--- src/rtl/podule_cycle.sv ---
// Podule bus-cycle sequencer: decodes host requests, runs timed
// setup/strobe/hold cycles to external devices, hosts page latch and irq status.
//
// Ports:
//   clk, rst                   clock, synchronous active-high reset
//   a[11:0]                    host address bits [13:2]
//   host_rd, host_wr           level requests (exactly one accepted)
//   host_wdata, host_rdata     host data; rdata valid with host_ack
//   host_ack, host_busy        completion pulse, in-progress flag
//   dev_cs_n[4:0]              selects {uart, ide, eth, econet, rom}
//   dev_rd_n, dev_wr_n         device strobes
//   dev_din, dev_dout, dev_oe  device data in/out and drive enable
//   irq[3:0]                   {uart, ide, ethernet, econet}
//   flash_page[7:0]            flash page latch
module podule_cycle #(
    parameter int unsigned SETUP    = 1,
    parameter int unsigned HOLD     = 1,
    parameter int unsigned ROM_STB  = 4,
    parameter int unsigned ECO_STB  = 8,
    parameter int unsigned ETH_STB  = 3,
    parameter int unsigned IDE_STB  = 6,
    parameter int unsigned UART_STB = 8
) (
    input  logic        clk,
    input  logic        rst,
    input  logic [11:0] a,
    input  logic        host_rd,
    input  logic        host_wr,
    input  logic [15:0] host_wdata,
    output logic [15:0] host_rdata,
    output logic        host_ack,
    output logic        host_busy,
    output logic [4:0]  dev_cs_n,
    output logic        dev_rd_n,
    output logic        dev_wr_n,
    input  logic [15:0] dev_din,
    output logic [15:0] dev_dout,
    output logic        dev_oe,
    input  logic [3:0]  irq,
    output logic [7:0]  flash_page
);

    typedef enum logic [2:0] {
        S_IDLE, S_SETUP, S_STROBE, S_HOLD, S_DONE, S_WAITREL
    } state_t;

    // External regions first so the enum value is the select bit index.
    typedef enum logic [2:0] {
        R_ROM, R_ECO, R_ETH, R_IDE, R_UART, R_IRQ, R_PAGE, R_NONE
    } region_t;

    localparam logic [3:0] SETUP_LD = (SETUP == 0) ? 4'd0 : 4'(SETUP - 1);
    localparam logic [3:0] HOLD_LD  = (HOLD == 0) ? 4'd0 : 4'(HOLD - 1);

    function automatic region_t decode(input logic [11:0] addr);
        region_t r;
        if (!addr[11]) begin
            r = R_ROM;
        end else begin
            case (addr[10:8])
                3'b000:  r = R_ECO;
                3'b001:  r = R_ETH;
                3'b010:  r = R_IDE;
                3'b011:  r = R_IRQ;
                3'b100:  r = R_PAGE;
                3'b101:  r = R_UART;
                default: r = R_NONE;
            endcase
        end
        return r;
    endfunction

    // Counter holds remaining cycles minus one; a zero strobe acts as one.
    function automatic logic [3:0] stb_load(input region_t r);
        int unsigned n;
        case (r)
            R_ROM:   n = ROM_STB;
            R_ECO:   n = ECO_STB;
            R_ETH:   n = ETH_STB;
            R_IDE:   n = IDE_STB;
            R_UART:  n = UART_STB;
            default: n = 1;
        endcase
        if (n == 0) n = 1;
        return 4'(n - 1);
    endfunction

    state_t      state, state_n;
    region_t     region_q, region_in, region_cur;
    logic [3:0]  cnt, cnt_n;
    logic        wr_q, wr_cur;
    logic        req_ok, accept, is_ext, active_n;
    logic [4:0]  cs_n_nxt;
    logic        rd_n_nxt, wr_n_nxt;

    always_comb begin
        region_in  = decode(a);
        req_ok     = host_rd ^ host_wr;
        accept     = (state == S_IDLE) && req_ok;
        is_ext     = region_in inside {R_ROM, R_ECO, R_ETH, R_IDE, R_UART};
        region_cur = (state == S_IDLE) ? region_in : region_q;
        wr_cur     = (state == S_IDLE) ? host_wr : wr_q;
        state_n    = state;
        cnt_n      = cnt;
        unique case (state)
            S_IDLE: begin
                if (req_ok) begin
                    if (!is_ext) begin
                        state_n = S_DONE;
                    end else if (SETUP != 0) begin
                        state_n = S_SETUP;
                        cnt_n   = SETUP_LD;
                    end else begin
                        state_n = S_STROBE;
                        cnt_n   = stb_load(region_in);
                    end
                end
            end
            S_SETUP: begin
                if (cnt == 4'd0) begin
                    state_n = S_STROBE;
                    cnt_n   = stb_load(region_q);
                end else begin
                    cnt_n = cnt - 4'd1;
                end
            end
            S_STROBE: begin
                if (cnt == 4'd0) begin
                    if (HOLD != 0) begin
                        state_n = S_HOLD;
                        cnt_n   = HOLD_LD;
                    end else begin
                        state_n = S_DONE;
                    end
                end else begin
                    cnt_n = cnt - 4'd1;
                end
            end
            S_HOLD: begin
                if (cnt == 4'd0) state_n = S_DONE;
                else             cnt_n   = cnt - 4'd1;
            end
            S_DONE:    state_n = S_WAITREL;
            S_WAITREL: if (!host_rd && !host_wr) state_n = S_IDLE;
            default:   state_n = S_IDLE;
        endcase
        active_n = state_n inside {S_SETUP, S_STROBE, S_HOLD};
        cs_n_nxt = active_n ? ~(5'b00001 << region_cur) : 5'b11111;
        rd_n_nxt = !((state_n == S_STROBE) && !wr_cur);
        wr_n_nxt = !((state_n == S_STROBE) && wr_cur);
    end

    always_ff @(posedge clk) begin
        if (rst) begin
            state      <= S_IDLE;
            cnt        <= 4'd0;
            region_q   <= R_ROM;
            wr_q       <= 1'b0;
            dev_cs_n   <= 5'b11111;
            dev_rd_n   <= 1'b1;
            dev_wr_n   <= 1'b1;
            dev_oe     <= 1'b0;
            dev_dout   <= 16'h0000;
            host_ack   <= 1'b0;
            host_busy  <= 1'b0;
            host_rdata <= 16'h0000;
            flash_page <= 8'h00;
        end else begin
            state     <= state_n;
            cnt       <= cnt_n;
            dev_cs_n  <= cs_n_nxt;
            dev_rd_n  <= rd_n_nxt;
            dev_wr_n  <= wr_n_nxt;
            dev_oe    <= active_n && wr_cur;
            host_ack  <= (state_n == S_DONE);
            host_busy <= active_n;
            if (accept) begin
                region_q <= region_in;
                wr_q     <= host_wr;
                if (host_wr && is_ext) dev_dout <= host_wdata;
                case (region_in)
                    R_PAGE: begin
                        if (host_wr) flash_page <= host_wdata[7:0];
                        else         host_rdata <= {8'h00, flash_page};
                    end
                    R_IRQ:   if (!host_wr) host_rdata <= {12'h000, irq};
                    R_NONE:  if (!host_wr) host_rdata <= 16'hFFFF;
                    default: ;
                endcase
            end
            // Capture on the final strobe cycle, while the device still drives.
            if (state == S_STROBE && cnt == 4'd0 && !wr_q)
                host_rdata <= dev_din;
        end
    end

endmodule

--- config.mk ---
export PLATFORM = sky130hd
export DESIGN_NAME = podule_cycle
export DESIGN_NICKNAME = d
export VERILOG_FILES = /design/src/rtl/podule_cycle.sv
export SDC_FILE = /design/constraint.sdc
export NUM_CORES = 1
export LEC_CHECK = 0
export BUFFER_PORTS_ARGS = -buffer_cell sky130_fd_sc_hd__clkbuf_2
export CORE_ASPECT_RATIO = 0.75
export CORE_UTILIZATION = 53
export DETAILED_ROUTE_END_ITERATION = 6
export PLACE_DENSITY = 0.93
export SYNTH_ARGS = -nofsm -noshare
export SYNTH_HDL_FRONTEND = slang
export SYNTH_SLANG_ARGS = --single-unit
--- constraint.sdc ---
create_clock -name clk -period 4.6 [get_ports clk]
set_input_delay 0.46 -clock clk [delete_from_list [all_inputs] [get_ports clk]]
set_output_delay 0.46 -clock clk [all_outputs]
set_load 0.05 [all_outputs]
==> impl_metrics.tcl, run 1 <==
set metrics [dict create \
    synth_edf_count 0 \
    clockPowerShare 0.215 \
    combPwrFrac 0.450 \
    io_buffers 93 \
    worstHoldPathCells 3 \
    route.detailed.drc 0 \
    cp-start-kind "input pin" \
    crit_family "compound AO/OA/AOI/OAI gates" \
    multi_input_area_um2 1490 \
    chipHeight_um 65.2 \
    ys_seq_area_frac 0.432 \
    clock_latency_ns 0.34 \
    tns_ns 0 \
    holdPathEnd "dev_dout[8]" \
    synth_top_cell_by_area "dfxtp_1" \
    regArea_um2 1220 \
    dp.cells 453 \
    grtUsageTotal 0.250 \
    cp_cell_sequence "clkbuf_2 -> inv_1 -> ha_1 -> nor4b_4 -> a221oi_1 -> a2111oi_0 -> nand2_1" \
    min_period_ns 2.85 \
    switchingPower_mw 0.961 \
    drt_wl_total_um 6550 \
    synthFlopType "dfxtp_1" \
    routed_via_density 5.43 \
    finalCritPeriodShare 0.620 \
    setup.worst_path.class "in2reg" \
    first_pass_iters 4 \
    drt_iter0_markers 177 \
    ctsResizeCount 0 \
    htree_levels 3 \
    cellLeakagePower_nw 1.65 \
    internal_power_mw 1.25 \
    clock_path_buffers 2 \
    relSlewSlack 0.270 \
    drtAntennaViolNets 0 \
    async_reset_ff_frac 0 \
    fp-row-count 22 \
    grt_pass1_wl_um 10800 \
    synthToLayoutAreaGrowth_pct 24.4 \
    swShare 0.436 \
    design_area_um2 3510 \
    cp.required_ns 4.78 \
    gp_congestion 0.939 \
    clock-skew-final_ns 0.00717 \
    yosysTopAreaCellShare 0.432 \
    dr_total_vias 2534 \
    p_per_area_nw_per_um2 628 \
    wire_per_inst_um 14.0 \
    syn_avg_cell_area_um2 9.36 \
    netlist-cell-type-count 59 \
    synthTopCellsByCount "dfxtp_1, nor2_1, nand2_1" \
    postSynthCellCount 302 \
    io-pin-count 102 \
    max_freq_mhz 351 \
    dpl.hpwl_um 4690 \
    max_stage_delay_ns 1.00 \
    nFillCells 391 \
    slew_viol_final 0 \
    holdBufCountCts 0 \
    cp-end-kind "flop" \
    start_util 0.564 \
    hold_path_class "in2reg" \
    cp_num_buf_inv 2 \
    place_area_um2 3320 \
    dieArea_um2 5630 \
    setup_viol 0 \
    grt_pass1_vias 2349 \
    grt_start_max_net_pins 56 \
    clk_pin_slew_worst_paths_ns 0.06 \
    diodes 0 \
    root_buffer "clkbuf_8" \
    synth_most_common_cell "dfxtp_1" \
    tightest_slew_ns 1.07 \
    cts.sinks 61 \
    cts_tree "yes" \
    hold-worst-slack_ns 0.363 \
    power_frac_seq 0.335 \
    syn_nets 359 \
    ys_warn_count 0 \
    synth_area_um2 2830 \
    maxCapViolCount 0 \
    fin_cells 467 \
    drive_above_1_share 0.344 \
    cpMaxStageDelayCell "a2111oi_0" \
    reg2reg_to "dev_cs_n[3]" \
    hold_viol 0 \
    ir_worst_vdd_uv 362 \
    design.core.area_um2 5010 \
    arrival_ns 3.03 \
    reg2regPathDepth 4 \
    worstHoldStart "host_wdata[8]" \
    rsz0062_at_grt "no" \
    status "complete, no violations" \
    post_cts_buffers 0 \
    ys_seq_elements 61 \
    crit_fanout 9 \
    r2r-start "state[0]" \
    grt_overflow 0 \
    antenna_found_initial 0 \
    ff2ff_setup_slack_ns 1.92 \
    synthTopCellsByArea "dfxtp_1, mux2i_1, nor2_1" \
    final_nets 449 \
    numCtsBuffers 9 \
    die_width_um 86.3 \
]
worst max path at each step:
stage | cells past startpoint | startpoint | end
6_report | 7 | host_wr | dev_cs_n[3]
5_1_grt | 7 | host_wr | dev_cs_n[3]
4_1_cts | 7 | host_wr | dev_cs_n[3]
3_5_place_dp | 7 | host_wr | dev_cs_n[3]
3_3_place_gp | 7 | host_wr | dev_cs_n[3]
2_1_floorplan | 7 | host_wr | dev_cs_n[3]
per-stage QoR:
stage                      util  setup WS (ns)  power [mW]
final                     0.702           1.75        2.21
after global routing      0.702           1.59        2.33
after CTS                 0.702           1.89        2.20
after detailed placement  0.662           1.60        1.73
after global placement    0.662           1.69        1.69
after floorplan               -           2.25        1.53
area by class of cell:
class	instances	area share
Sequential cell	61	0.347
Inverter	12	0.0128
Tap cell	72	0.0256
Multi-Input combinational cell	214	0.423
Timing Repair Buffer	94	0.135
Clock inverter	1	0.00854
Clock buffer	13	0.0481
cells by family (layout without fill, tap and decap cells):
group           Yosys count  count (layout)  synth area share
fa+ha+maj                 6               6            0.0261
mux                      29              29             0.103
compound gates           61              61             0.171
buf+inv                  27             120            0.0416
simple gates            116             116             0.220
flops                    61              61             0.432
xor+xnor                  2               2           0.00620
power by group through the flow:
stage / Sequential, mW / Clock (mW) / Combinational [mW]
after detailed placement: 0.744 / 0 / 0.983
after CTS: 0.735 / 0.483 / 0.987
after floorplan: 0.964 / 0 / 0.565
after global routing: 0.750 / 0.512 / 1.07
final: 0.739 / 0.475 / 0.993
after global placement: 0.739 / 0 / 0.954
routing by layer:
layer | GRT usage | vias to the layer above | share of wire
li1 | - | 1248 | -
met1 | 0.312 | 1175 | 0.44
met2 | 0.399 | 98 | 0.47
met3 | 0.0917 | 13 | 0.073
met4 | 0.0917 | 0 | 0.018
met5 | 0 | - | 0
tightest hold or removal path: cells and delay by family:
kind / cells / cell delay, ns
and+or+nand+nor: 1 / 0.07
buffers and inverters: 1 / 0.08
muxes: 1 / 0.05
layout by cell type, fill, tap and decap left out, drive strengths merged, types with 6 or more instances in the layout:
cell type,count
inv,12
mux2i,29
dfxtp,61
a211oi,10
a21oi,7
nand2b,6
nand2,32
nor3,6
nor2,44
nand3,7
a31oi,9
o21bai,8
clkbuf,106
state kept, by name, summed over array words and instances, names as in the netlist:
| name | count |
|---|---|
| host_ack | 1 |
| flash_page | 8 |
| wr_q | 1 |
| host_busy | 1 |
| dev_rd_n | 1 |
| cnt | 4 |
| dev_cs_n | 5 |
| state | 3 |
| dev_wr_n | 1 |
| region_q | 3 |
| dev_dout | 16 |
| host_rdata | 16 |
| dev_oe | 1 |
No activity file was read; power rests on OpenSTA's default activity.
==> run 2, diff against run 1 <==
--- a/config.mk
+++ b/config.mk
@@ -7,9 +7,9 @@
 export LEC_CHECK = 0
 export BUFFER_PORTS_ARGS = -buffer_cell sky130_fd_sc_hd__clkbuf_2
 export CORE_ASPECT_RATIO = 0.75
-export CORE_UTILIZATION = 53
+export CORE_UTILIZATION = 45
 export DETAILED_ROUTE_END_ITERATION = 6
-export PLACE_DENSITY = 0.93
+export PLACE_DENSITY = 0.84
 export SYNTH_ARGS = -nofsm -noshare
 export SYNTH_HDL_FRONTEND = slang
 export SYNTH_SLANG_ARGS = --single-unit
==> constraint.sdc (replaced) <==
create_clock -name clk -period 2.3 [get_ports clk]
set_input_delay 0.23 -clock clk [delete_from_list [all_inputs] [get_ports clk]]
set_output_delay 0.23 -clock clk [all_outputs]
set_load 0.05 [all_outputs]
==> run 2 against run 1 <==
  * Clock skew up 0.0034 ns
  * Wire length increased by 5.6%
  * Sequential cell count is the same
  * Critical endpoint is now host_rdata[2]
  * Critical path type is now reg2reg
  * Final cell count up 3.9%
  * Register-to-register slack worse by 1.8 ns
  * Largest cell class unchanged
  * Utilization decreased by 9.0 points
  * Sequential share of layout area fell by 1.2 points
==> impl_metrics.tcl, run 2 (synthesized netlist as in run 1, its figures left out) <==
set metrics [dict create \
    cp.required_ns 2.56 \
    dieArea_um2 6600 \
    chipHeight_um 70.6 \
    holdBufCountCts 0 \
    diodes 0 \
    status "complete, no violations" \
    finalCritPeriodShare 0.953 \
    clock-skew-final_ns 0.0105 \
    io_buffers 93 \
    p_per_area_nw_per_um2 1280 \
    gp_congestion 0.917 \
    crit_family "simple AND/OR/NAND/NOR gates" \
    first_pass_iters 4 \
    cp-start-kind "flop" \
    largest_registers "dev_dout (16), host_rdata (16), flash_page (8)" \
    setup.worst_path.class "reg2reg" \
    drt_wl_total_um 6920 \
    grt_pass1_wl_um 11300 \
    antenna_found_initial 0 \
    root_buffer "clkbuf_8" \
    cpMaxStageDelayCell "or4_4" \
    arrival_ns 2.45 \
    numCtsBuffers 9 \
    cts.sinks 61 \
    tns_ns 0 \
    layout_common_cells "clkbuf_2, dfxtp_1, nor2_1" \
    cts_tree "yes" \
    cp_cell_sequence "inv_1 -> ha_1 -> or3b_4 -> or4_4 -> o31ai_4 -> nor2_2 -> a211oi_2" \
    crit_fanout 9 \
    maxCapViolCount 0 \
    wire_per_inst_um 14.3 \
    drt_iter0_markers 139 \
    drtAntennaViolNets 0 \
    htree_levels 3 \
    final_nets 459 \
    clock_path_buffers 2 \
    dr_total_vias 2574 \
    setup_viol 0 \
    relSlewSlack 0.551 \
    grt_overflow 0 \
    ctsResizeCount 0 \
    cp-end-kind "flop" \
    max_freq_mhz 456 \
    clk_pin_slew_worst_paths_ns 0.08 \
    route.detailed.drc 0 \
    synthToLayoutAreaGrowth_pct 28.7 \
    mostFrequentLayoutCell "clkbuf_2" \
    die_width_um 93.5 \
    nFillCells 531 \
    tightest_slew_ns 0.669 \
    rsz0062_at_grt "no" \
    drive_above_1_share 0.366 \
    io-pin-count 102 \
    grt_start_max_net_pins 25 \
    post_cts_buffers 0 \
    cellLeakagePower_nw 1.71 \
    routed_via_density 5.31 \
    clock_latency_ns 0.35 \
    power_mw 4.64 \
    hold_viol 0 \
    slew_viol_final 0 \
    max_stage_delay_ns 0.58 \
    start_util 0.475 \
    ir_worst_vdd_uv 776 \
    dpl.hpwl_um 4970 \
    fp-row-count 24 \
    hold_path_class "in2reg" \
    min_period_ns 2.19 \
    design.core.area_um2 5950 \
    grtUsageTotal 0.220 \
    grt_pass1_vias 2445 \
    cp_num_buf_inv 1 \
]
-- run 2: per-stage QoR --
stage / utilization / hold slack [ns] / area, um^2 / cells / setup slack (ns)
after floorplan: - / 0.374 / 2830 / 302 / 0.184
after CTS: 0.610 / 0.0990 / 3630 / 485 / 0.114
after global routing: 0.612 / 0.119 / 3640 / 485 / 0.0353
after detailed placement: 0.572 / 0.464 / 3400 / 469 / 0.186
after global placement: 0.572 / 0.458 / 3400 / 469 / 0.239
final: 0.612 / 0.116 / 3640 / 485 / 0.109
-- run 2: worst paths after layout --
path,end,cells past startpoint,from,slack (ns)
hold / removal,dev_dout[15],3,host_wdata[15],0.12
setup / recovery,host_rdata[2],7,cnt[0],0.11
setup reg to reg,host_rdata[2],7,cnt[0],0.11
hold reg to reg,host_rdata[11],2,host_rdata[11],0.48
-- run 2: worst register-to-register path: stages (launching register included) --
cell and delay, ns:
dfxtp_1 0.32, inv_1 0.10, ha_1 0.18, or3b_4 0.42, or4_4 0.58, o31ai_4 0.18
nor2_2 0.09, a211oi_2 0.23
-- run 2: metal layers --
layer,share of wire,wire (um),GRT usage,up-vias
met1,0.46,3190,0.283,1200
met5,0,0,0,-
li1,-,-,-,1272
met3,0.064,443,0.0742,13
met2,0.46,3160,0.337,89
met4,0.017,116,0.0974,0
-- run 2: layout make-up --
| cell class | instances | area, um^2 | area share |
|---|---|---|---|
| multi-input combinational | 214 | 1490 | 0.411 |
| sequential | 61 | 1220 | 0.336 |
| timing repair buffer | 104 | 548 | 0.151 |
| clock buffer | 10 | 138 | 0.0378 |
| tap | 78 | 97.6 | 0.0268 |
| clock inverter | 6 | 93.8 | 0.0258 |
| inverter | 12 | 45.0 | 0.0124 |
-- run 2: power breakdown --
| part | total, mW | leakage, nW | switching, mW | internal [mW] |
|---|---|---|---|---|
| logic | 2.07 | 1.10 | 1.36 | 0.717 |
| clock network | 1.09 | 0.113 | 0.446 | 0.646 |
| registers | 1.47 | 0.496 | 0.209 | 1.27 |
